### src/rtl/fifo_pkg.sv
// Shared definitions for the asynchronous FIFO pointer logic.
// Gray/binary helpers operate on zero-extended values up to PTR_MAX bits.
package fifo_pkg;

  localparam int FIFO_AW = 4;
  localparam int PTR_MAX = 32;

  function automatic logic [PTR_MAX-1:0] bin2gray(
    input logic [PTR_MAX-1:0] b,
    input int                 w
  );
    logic [PTR_MAX-1:0] m;
    m = (PTR_MAX'(1) << w) - PTR_MAX'(1);
    return (b ^ (b >> 1)) & m;
  endfunction

  function automatic logic [PTR_MAX-1:0] gray2bin(
    input logic [PTR_MAX-1:0] g,
    input int                 w
  );
    logic [PTR_MAX-1:0] m;
    logic [PTR_MAX-1:0] b;
    m = (PTR_MAX'(1) << w) - PTR_MAX'(1);
    b = g & m;
    for (int i = 1; i < PTR_MAX; i++) begin
      b = b ^ ((g & m) >> i);
    end
    return b;
  endfunction

endpackage

### src/rtl/fifo_gray2bin.sv
// Combinational Gray-to-binary converter.
// Each binary bit is the XOR of all Gray bits at or above it.
module fifo_gray2bin #(
  parameter int W = 5
) (
  input  logic [W-1:0] gray,
  output logic [W-1:0] bin
);

  for (genvar i = 0; i < W; i++) begin : g_bit
    assign bin[i] = ^gray[W-1:i];
  end

endmodule

### src/rtl/fifo_rd_ctrl.sv
// Read-domain pointer and empty/underflow flag controller for the async FIFO.
// Optional almost-empty flag is enabled by defining FIFO_RD_ALMOST_EMPTY_EN.
module fifo_rd_ctrl
  import fifo_pkg::*;
#(
  parameter int ADDRESS_WIDTH   = FIFO_AW
`ifdef FIFO_RD_ALMOST_EMPTY_EN
  ,
  parameter int ALMOST_EMPTY_TH = 2
`endif
) (
  input  logic                     CLK,
  input  logic                     RST,
  input  logic                     R_INC,
  input  logic [ADDRESS_WIDTH:0]   Rq2_Wptr,
  output logic [ADDRESS_WIDTH-1:0] R_ADDR,
  output logic [ADDRESS_WIDTH:0]   R_ptr,
  output logic                     R_EMPTY,
  output logic                     R_UNDERFLOW
`ifdef FIFO_RD_ALMOST_EMPTY_EN
  ,
  output logic                     R_ALMOST_EMPTY
`endif
);

  localparam int PW = ADDRESS_WIDTH + 1;

  logic [PW-1:0] rbin;
  logic [PW-1:0] rbin_next;
  logic [PW-1:0] rgray_next;
  logic          rd_en;
  logic          empty_next;

  assign rd_en      = R_INC & ~R_EMPTY;
  assign rbin_next  = rbin + PW'(rd_en);
  assign rgray_next = (rbin_next >> 1) ^ rbin_next;

  // Compare against the post-read pointer so the last read empties at once.
  assign empty_next = (rgray_next == Rq2_Wptr);

  always_ff @(posedge CLK or posedge RST) begin
    if (RST) begin
      rbin        <= '0;
      R_ptr       <= '0;
      R_EMPTY     <= 1'b1;
      R_UNDERFLOW <= 1'b0;
    end else begin
      rbin    <= rbin_next;
      R_ptr   <= rgray_next;
      R_EMPTY <= empty_next;
      if (R_INC && R_EMPTY) begin
        R_UNDERFLOW <= 1'b1;
      end
    end
  end

  assign R_ADDR = rbin[ADDRESS_WIDTH-1:0];

`ifdef FIFO_RD_ALMOST_EMPTY_EN
  logic [PW-1:0] wbin;
  logic [PW-1:0] occupancy;

  fifo_gray2bin #(
    .W (PW)
  ) u_g2b (
    .gray (Rq2_Wptr),
    .bin  (wbin)
  );

  assign occupancy = wbin - rbin_next;

  always_ff @(posedge CLK or posedge RST) begin
    if (RST) begin
      R_ALMOST_EMPTY <= 1'b1;
    end else begin
      R_ALMOST_EMPTY <= (occupancy <= PW'(ALMOST_EMPTY_TH));
    end
  end
`endif

endmodule

### config.mk
export PLATFORM = sky130hd
export DESIGN_NAME = fifo_rd_ctrl
export DESIGN_NICKNAME = d
export VERILOG_FILES = /design/src/rtl/fifo_pkg.sv /design/src/rtl/fifo_gray2bin.sv /design/src/rtl/fifo_rd_ctrl.sv
export SDC_FILE = /design/constraint.sdc
export NUM_CORES = 1
export LEC_CHECK = 0
export BUFFER_PORTS_ARGS = -buffer_cell sky130_fd_sc_hd__clkbuf_2
export CELL_PAD_IN_SITES_DETAIL_PLACEMENT = 0
export CELL_PAD_IN_SITES_GLOBAL_PLACEMENT = 2
export CORE_MARGIN = 2
export CORE_UTILIZATION = 30
export DETAILED_ROUTE_END_ITERATION = 7
export GPL_TIMING_DRIVEN = 0
export PLACE_DENSITY_LB_ADDON = 0.1
export SKIP_CTS_REPAIR_TIMING = 1
export SLEW_MARGIN = 10
export SYNTH_ARGS = -nofsm -noshare
export SYNTH_HDL_FRONTEND = slang
export SYNTH_SLANG_ARGS = --single-unit
### constraint.sdc
create_clock -name CLK -period 6.2 [get_ports CLK]
set_input_delay 0.31 -clock CLK [delete_from_list [all_inputs] [get_ports CLK]]
set_output_delay 0.31 -clock CLK [all_outputs]
set_load 0.02 [all_outputs]
# Word level (Yosys, flattened, before mapping)
# Index checks and enable logic that the tools add are counted.
[word_totals]
rom_bits = 0
ff_bits = 12
mem_count = 0
mem_bits_rw = 0
inputBits = 8
latchBits = 0
[classes]
muxes = 0
multipliers = 0
div = 0
n_reduce_logical = 1
eq_ne = 1
bitwise = 3
add_sub_neg = 1
order_cmp = 0
shifts = 0
[op_table]
columns = ["cell", "n"]
rows = [
  ["5-bit by 1-bit adder with 5-bit output", 1],
  ["5-bit == test", 1],
  ["4-bit by 5-bit XOR with 5-bit output", 1],
  ["1-bit bitwise AND", 1],
  ["1-bit logical AND", 1],
  ["1-bit NOT", 1],
]

# Logic depth before layout (Yosys ltp)
# Gate-level depths: netlist of the first run.
[logic_depth]
word_depth = 5
ltp_mapped = 7

# Least setup slack after synthesis of the first run
# No wires, ideal clock.
[synth_path]
kind = "reg2reg"
startpoint = "reg R_EMPTY"
endpoint = "reg R_EMPTY"
path_stages_with_launch = 8
setup_ns = 0.088
path_slack_ns = 4.087
period_less_slack_ns = 2.113
arrival_time_ns = 2.025
cell_sequence = "dfstp_2 > nor2b_1 > ha_1 > ha_1 > xor2_1 > xor2_1 > or3_1 > a221oi_2"
[synth_between]
elab_chain_len = 5
[synth_lines]
columns = ["element", "line", "text"]
rows = [
  ["from (decl)", "fifo_rd_ctrl.sv:18", "output logic R_EMPTY,"],
  ["from (signal assigned)", "fifo_rd_ctrl.sv:50", "R_EMPTY <= empty_next;"],
  ["1-bit NOT", "fifo_rd_ctrl.sv:34", "assign rd_en = R_INC & ~R_EMPTY;"],
  ["1-bit bitwise AND", "fifo_rd_ctrl.sv:34", ""],
  ["5-bit by 1-bit adder with 5-bit output", "fifo_rd_ctrl.sv:35", "assign rbin_next = rbin + PW'(rd_en);"],
  ["net rbin_next[2]", "fifo_rd_ctrl.sv:29", "logic [PW-1:0] rbin_next;"],
  ["4-bit by 5-bit XOR with 5-bit output", "fifo_rd_ctrl.sv:36", "assign rgray_next = (rbin_next >> 1) ^ rbin_next;"],
  ["5-bit == test", "fifo_rd_ctrl.sv:39", "assign empty_next = (rgray_next == Rq2_Wptr);"],
  ["net empty_next", "fifo_rd_ctrl.sv:32", "logic empty_next;"],
]
# The timed path passes the listed nets, and every way through them passes these cells.
# A chain may end at the register's enable or synchronous reset.

# Final worst setup path of the first run
# Same ends and word-level chain as after synthesis.

==> run summary, run 1 <==
Pwr Density -> 632 nW/um2
Initial core utilization -> 0.325
Setup crit end kind -> flip-flop
Worst-skew pair later-pin latency -> 0.27 ns
Largest net degree at the start of global routing -> 12
Ant diodes -> 0
Slew HR -> 0.722
1st-iter DRT viols -> 2
Die area -> 2020 um2
Layout area overhead -> 27.2%
CTS Sinks -> 11
CTS buffer count -> 3
Final worst path period need -> 2.24 ns
Int Pwr -> 0.226 mW
# fillers -> 170
Congestion Overflow GR -> 0
Avg Cell Area, Syn -> 13.2 um2
NetSw -> 0.177 mW
Clock network fraction of design power -> 0.124
Leak pwr -> 0.326 nW
Top cell type's share of synthesized area -> 0.499
CP arrival -> 2.41 ns
CTS tree -> built
Seq pwr share -> 0.336
Setup Total Neg Slack -> 0 ns
Die span in x -> 44.9 um
M1 WL -> 417 um
Die Height -> 44.9 um
RSZ-0062 raised after global routing -> no
Maximum root-to-sink buffer count -> 2
DRC violations left -> 0
Post-route ant nets -> 0
DR WL/cell -> 12.2 um
Combinational share of power -> 0.540
Sw frac -> 0.439
Drt via density -> 4.54
Root buf cell -> clkbuf_4
Final Skew -> 0.00243 ns
GRT Total Usage -> 0.108
Yosys warns -> 0
Final-report max-slew violation count -> 0
Initial antenna violation count -> 0
Flops & latches, synth -> 11
Vias in the first global route -> 326
Cells after Synth -> 38
Worst EP required -> 6.38 ns
Final Setup Violations -> 0
Detailed Routing Iterations Pass 1 -> 2
Core Util, Final -> 0.414
Nets -> 71
Netlist cell types -> 13
Mapped cell area -> 502 um2
Tot Pwr -> 0.403 mW
Critical path class -> reg -> reg
WL met3 -> 82 um
Setup crit start kind -> flip-flop
Num ports -> 19
Max-Cap Viols -> 0
Max Fclk -> 0.447 GHz
H-tree levels -> 1
Dominant cell type by area after synthesis -> dfrtp_1
WL final -> 924 um
First-pass GRT wire length -> 1440 um
Clock Pin Slew Worst Setup and Hold Paths -> 0.07 ns
Fin crit share -> 0.361
Worst-Margin Slew -> 0.417 ns
Min Hold Slack -> -0.00182 ns
Row count -> 14
Final Hold Fails -> 5
Syn Nets -> 48
Highest metal used -> met4
Status -> finished, violations left
Worst Hold Class -> in -> async
VDD IR max -> 0.273 mV
Reg2Reg Depth -> 7
Layout cells sized above 1 -> 0.383
Routed met2 length -> 408 um
Sequential area share after synthesis -> 0.551
Violated checks -> hold timing
Port buffer count -> 18
Routed vias -> 345
Placeable Area -> 1540 um2
Crit path max fanout -> 3
RePlAce Congestion -> 0.720
Synth area leaders -> dfrtp_1 (50%), xor2_1 (12%), xnor2_1 (7.0%)
==> worst max-delay path, stage by stage (launching register included) <==
cell and delay, ns:
dfstp_2 0.54, nor2b_1 0.05, ha_1 0.21, ha_1 0.24
xor2_1 0.31, xor2_1 0.13, or3_1 0.38, a221oi_2 0.28
==> cell usage after synthesis <==
cell / number
a221oi_2: 1
or3_1: 2
nand3_1: 4
xor2_1: 7
ha_1: 2
xnor2_1: 4
dfstp_2: 1
a21o_1: 1
xor3_1: 1
nor2b_1: 1
a21boi_1: 1
inv_1: 3
dfrtp_1: 10
==> path summary, 6_finish.rpt <==
path	slack [ns]	start	end
min	-0.002	RST	rbin[2]
max	3.96	R_EMPTY	R_EMPTY
max in group asynchronous	5.88	RST	R_EMPTY
max reg2reg	3.96	R_EMPTY	R_EMPTY
min reg2reg	0.46	R_UNDERFLOW	R_UNDERFLOW
min in group CLK	0.24	R_INC	R_UNDERFLOW
==> sequential cells by signal, summed over array words and instances, names as in the netlist <==
name         flops
R_ptr            5
rbin             4
R_EMPTY          1
R_UNDERFLOW      1
==> cells in the final DEF, fill, tap and decap left out, types with 2 or more instances in the layout <==
cell	instances
clkbuf_2	18
dfrtp_1	10
xor2_1	7
nand3_1	4
xnor2_1	4
inv_1	3
clkbuf_4	3
or3_1	2
ha_1	2
==> cells by family after synthesis <==
kind of cell,after synthesis,synth area share
AO/OA/AOI/OAI,3,0.0599
flip-flops,11,0.551
buffers and inverters,3,0.0224
XOR/XNOR,12,0.239
adder cells (fa/ha/maj),2,0.0499
AND/OR/NAND/NOR,7,0.0773
==> layout make-up <==
class                           instances  area (um2)  share of cell area
Clock buffer                            4        26.3              0.0412
Inverter                                3        11.3              0.0176
Multi-Input combinational cell         24         214               0.335
Sequential cell                        11         277               0.433
Tap cell                               16        20.0              0.0314
Timing Repair Buffer                   18        90.1               0.141
==> per-layer routing <==
layer / global-route usage / vias to the layer above
met2: 0.154 / 15
met3: 0.0520 / 2
li1: - / 169
met4: 0.0529 / 0
met1: 0.137 / 159
met5: 0 / -
==> power by group through the flow <==
| stage | Clock (mW) | Combinational [mW] | Sequential [mW] |
|---|---|---|---|
| 3_5_place_dp | 0 | 0.221 | 0.138 |
| 4_1_cts | 0.0527 | 0.221 | 0.136 |
| 5_1_grt | 0.0557 | 0.236 | 0.141 |
| 2_1_floorplan | 0 | 0.118 | 0.180 |
| 6_report | 0.0502 | 0.218 | 0.135 |
| 3_3_place_gp | 0 | 0.218 | 0.135 |
==> metrics by stage <==
| stage | cell area (um2) | instances | setup WS, ns |
|---|---|---|---|
| 5_1_grt | 638 | 76 | 3.88 |
| 3_3_place_gp | 612 | 72 | 4.00 |
| 3_5_place_dp | 612 | 72 | 3.98 |
| 6_report | 638 | 76 | 3.96 |
| 2_1_floorplan | 502 | 38 | 4.09 |
| 4_1_cts | 638 | 76 | 3.96 |
Note: power is estimated with default switching activity, not from simulation.
==> run 2: changes to the inputs <==
--- a/config.mk
+++ b/config.mk
@@ -9,7 +9,7 @@
 export CELL_PAD_IN_SITES_DETAIL_PLACEMENT = 0
 export CELL_PAD_IN_SITES_GLOBAL_PLACEMENT = 2
 export CORE_MARGIN = 2
-export CORE_UTILIZATION = 30
+export CORE_UTILIZATION = 28
 export DETAILED_ROUTE_END_ITERATION = 7
 export GPL_TIMING_DRIVEN = 0
 export PLACE_DENSITY_LB_ADDON = 0.1
==> constraint.sdc (replaced) <==
create_clock -name CLK -period 2.3 [get_ports CLK]
set_input_delay 0.115 -clock CLK [delete_from_list [all_inputs] [get_ports CLK]]
set_output_delay 0.115 -clock CLK [all_outputs]
set_load 0.02 [all_outputs]
==> run 2 against run 1 <==
Against the previous run: the run now ends clean; register-to-register slack got worse by 3.8 ns; die area increased by 6.5%; global-route usage increased by 0.77 points; hold slack improved by 0.057 ns; non-clock buffer count increased by 1; count of clock-buffer cells in the layout unchanged; clock skew about the same; core utilization decreased by 2.3 points; largest cell class unchanged; largest power group unchanged; highest routed layer unchanged.
==> run summary, run 2 (synthesized netlist as in run 1, its figures left out) <==
Area post-placement -> 623 um2 (+1.8%)
Clock network fraction of design power -> 0.122 (-0.002)
Pre-CTS WS -> 0.0883 ns (-3.90 ns)
Post-route ant nets -> 0 (unchanged)
Setup crit end kind -> flip-flop
Initial core utilization -> 0.294 (-0.0317)
CTS tree -> built
Placeable Area -> 1710 um2 (+11%)
Most frequent cells in the layout -> clkbuf_2 (18), dfrtp_1 (10), xor2_1 (6)
Tot Pwr -> 1.11 mW (+170%)
RSZ-0062 raised after global routing -> no
Root buf cell -> clkbuf_4
Final Skew -> 0.00272 ns (+0.000292 ns)
Layout area overhead -> 32.9%
Leak pwr -> 0.331 nW (+1.5%)
Final Cell Area -> 667 um2 (+4.5%)
H-tree levels -> 1 (unchanged)
CTS buffer count -> 3 (unchanged)
Drt via density -> 4.13 (-9.1%)
Setup crit start kind -> flip-flop
Detailed Routing Iterations Pass 1 -> 4 (+2)
Largest net degree at the start of global routing -> 12 (unchanged)
NetSw -> 0.492 mW (+180%)
Ant diodes -> 0 (unchanged)
Num ports -> 19 (unchanged)
DR WL/cell -> 12.1 um (-0.34%)
Int Pwr -> 0.615 mW (+170%)
CTS Sinks -> 11 (unchanged)
Die Height -> 46.3 um (+3.2%)
Largest regs -> R_ptr x5, rbin x4
1st-iter DRT viols -> 3 (+1)
Highest metal used -> met4
Vias in the first global route -> 364 (+12%)
Worst-skew pair later-pin latency -> 0.27 ns (about the same)
Routed vias -> 355 (+2.9%)
Critical path class -> reg -> reg
Initial antenna violation count -> 0 (unchanged)
Final setup margin -> 0.128 ns (-3.84 ns)
# fillers -> 170 (unchanged)
Most flops, register -> R_ptr
Worst-Margin Slew -> 0.424 ns (+0.00741 ns)
Worst Hold Class -> in -> reg
First-pass GRT wire length -> 1610 um (+11%)
RePlAce Congestion -> 0.679 (-5.7%)
Nets -> 72 (+1.4%)
GRT Total Usage -> 0.116 (+0.00766)
Layout cells sized above 1 -> 0.393 (+0.0101)
Clock Pin Slew Worst Setup and Hold Paths -> 0.07 ns (about the same)
Hold Path Origin -> R_INC
Sw frac -> 0.444 (+0.00547)
Row count -> 15 (+1)
Crit path max fanout -> 3 (unchanged)
Congestion Overflow GR -> 0 (unchanged)
Final Setup Violations -> 0 (unchanged)
Routed met2 length -> 567 um (+39%)
Seq pwr share -> 0.336 (about the same)
M1 WL -> 384 um (-7.9%)
Final Hold Fails -> 0 (-5)
Leading cell type in the layout, fill and taps excluded -> clkbuf_2
Largest register FFs -> 5 (unchanged)
Status -> complete, no violations
Critical R2R Launch -> R_EMPTY
Die span in x -> 46.3 um (+3.2%)
Port buffer count -> 18 (unchanged)
Final-report max-slew violation count -> 0 (unchanged)
Final worst path period need -> 2.17 ns (-0.0638 ns)
WL final -> 1040 um (+13%)
Combinational share of power -> 0.542 (+0.002)
DRC violations left -> 0 (unchanged)
Slew HR -> 0.717 (-0.00494)
WL met3 -> 87 um (+6.1%)
VDD IR max -> 0.641 mV (+130%)
Die area -> 2150 um2 (+6.5%)
Fin crit share -> 0.944 (+0.584)
Pwr Density -> 1660 nW/um2 (+160%)
Maximum root-to-sink buffer count -> 2 (unchanged)
Setup Total Neg Slack -> 0 ns (unchanged)
Max Fclk -> 0.460 GHz (+2.9%)
Crit. Startpoint -> R_EMPTY
CP arrival -> 2.36 ns (-0.05 ns)
Max-Cap Viols -> 0 (unchanged)
Worst EP required -> 2.49 ns (-3.89 ns)
-- run 2: cell types whose count changed in the layout (fill, tap and decap cells not counted), sizes merged --
cell / change
dlygate4sd3: +1
-- run 2: worst paths after layout --
path	end	slack, ns	depth (start not counted)
worst min register to register	R_UNDERFLOW	0.46	1
worst min-delay path	R_UNDERFLOW	0.05	2
max in group asynchronous	R_EMPTY	1.61	3
min in group asynchronous	R_UNDERFLOW	0.36	3
worst max-delay path	R_EMPTY	0.13	7
worst max register to register	R_EMPTY	0.13	7
-- run 2: power by group through the flow --
stage / clock [mW] / sequential (mW) / combinational, mW
finish: 0.135 / 0.372 / 0.600
detailed placement: 0 / 0.375 / 0.605
floorplan: 0 / 0.485 / 0.317
global route: 0.155 / 0.386 / 0.658
CTS: 0.144 / 0.371 / 0.606
global placement: 0 / 0.363 / 0.585
-- run 2: metrics by stage --
stage | hold WS (ns) | utilization | instances
finish | 0.0550 | 0.390 | 86
global route | 0.0408 | 0.390 | 86
CTS | -0.186 | 0.380 | 85
detailed placement | 0.115 | 0.365 | 81
global placement | 0.0947 | 0.365 | 81
floorplan | -0.0333 | - | 38
-- run 2: critical path: stages (launching register included) --
cell	delay [ns]
dfstp_2	0.54
nor2b_1	0.06
ha_1	0.22
ha_1	0.26
xor2_2	0.22
xor2_1	0.16
or3_1	0.37
a221oi_2	0.25
-- run 2: final cells by class --
type,instances,area (um2),area share
Tap cell,25,31.3,0.0469
Clock buffer,4,26.3,0.0394
Inverter,3,11.3,0.0169
Sequential cell,11,277,0.415
Multi-Input combinational cell,24,221,0.332
Timing Repair Buffer,19,100,0.150
-- run 2: routing by layer --
layer  global-route usage  up-vias
li1                     -      172
met1                0.110      170
met2                0.203       11
met3               0.0392        2
met4               0.0857        0
met5                    0        -
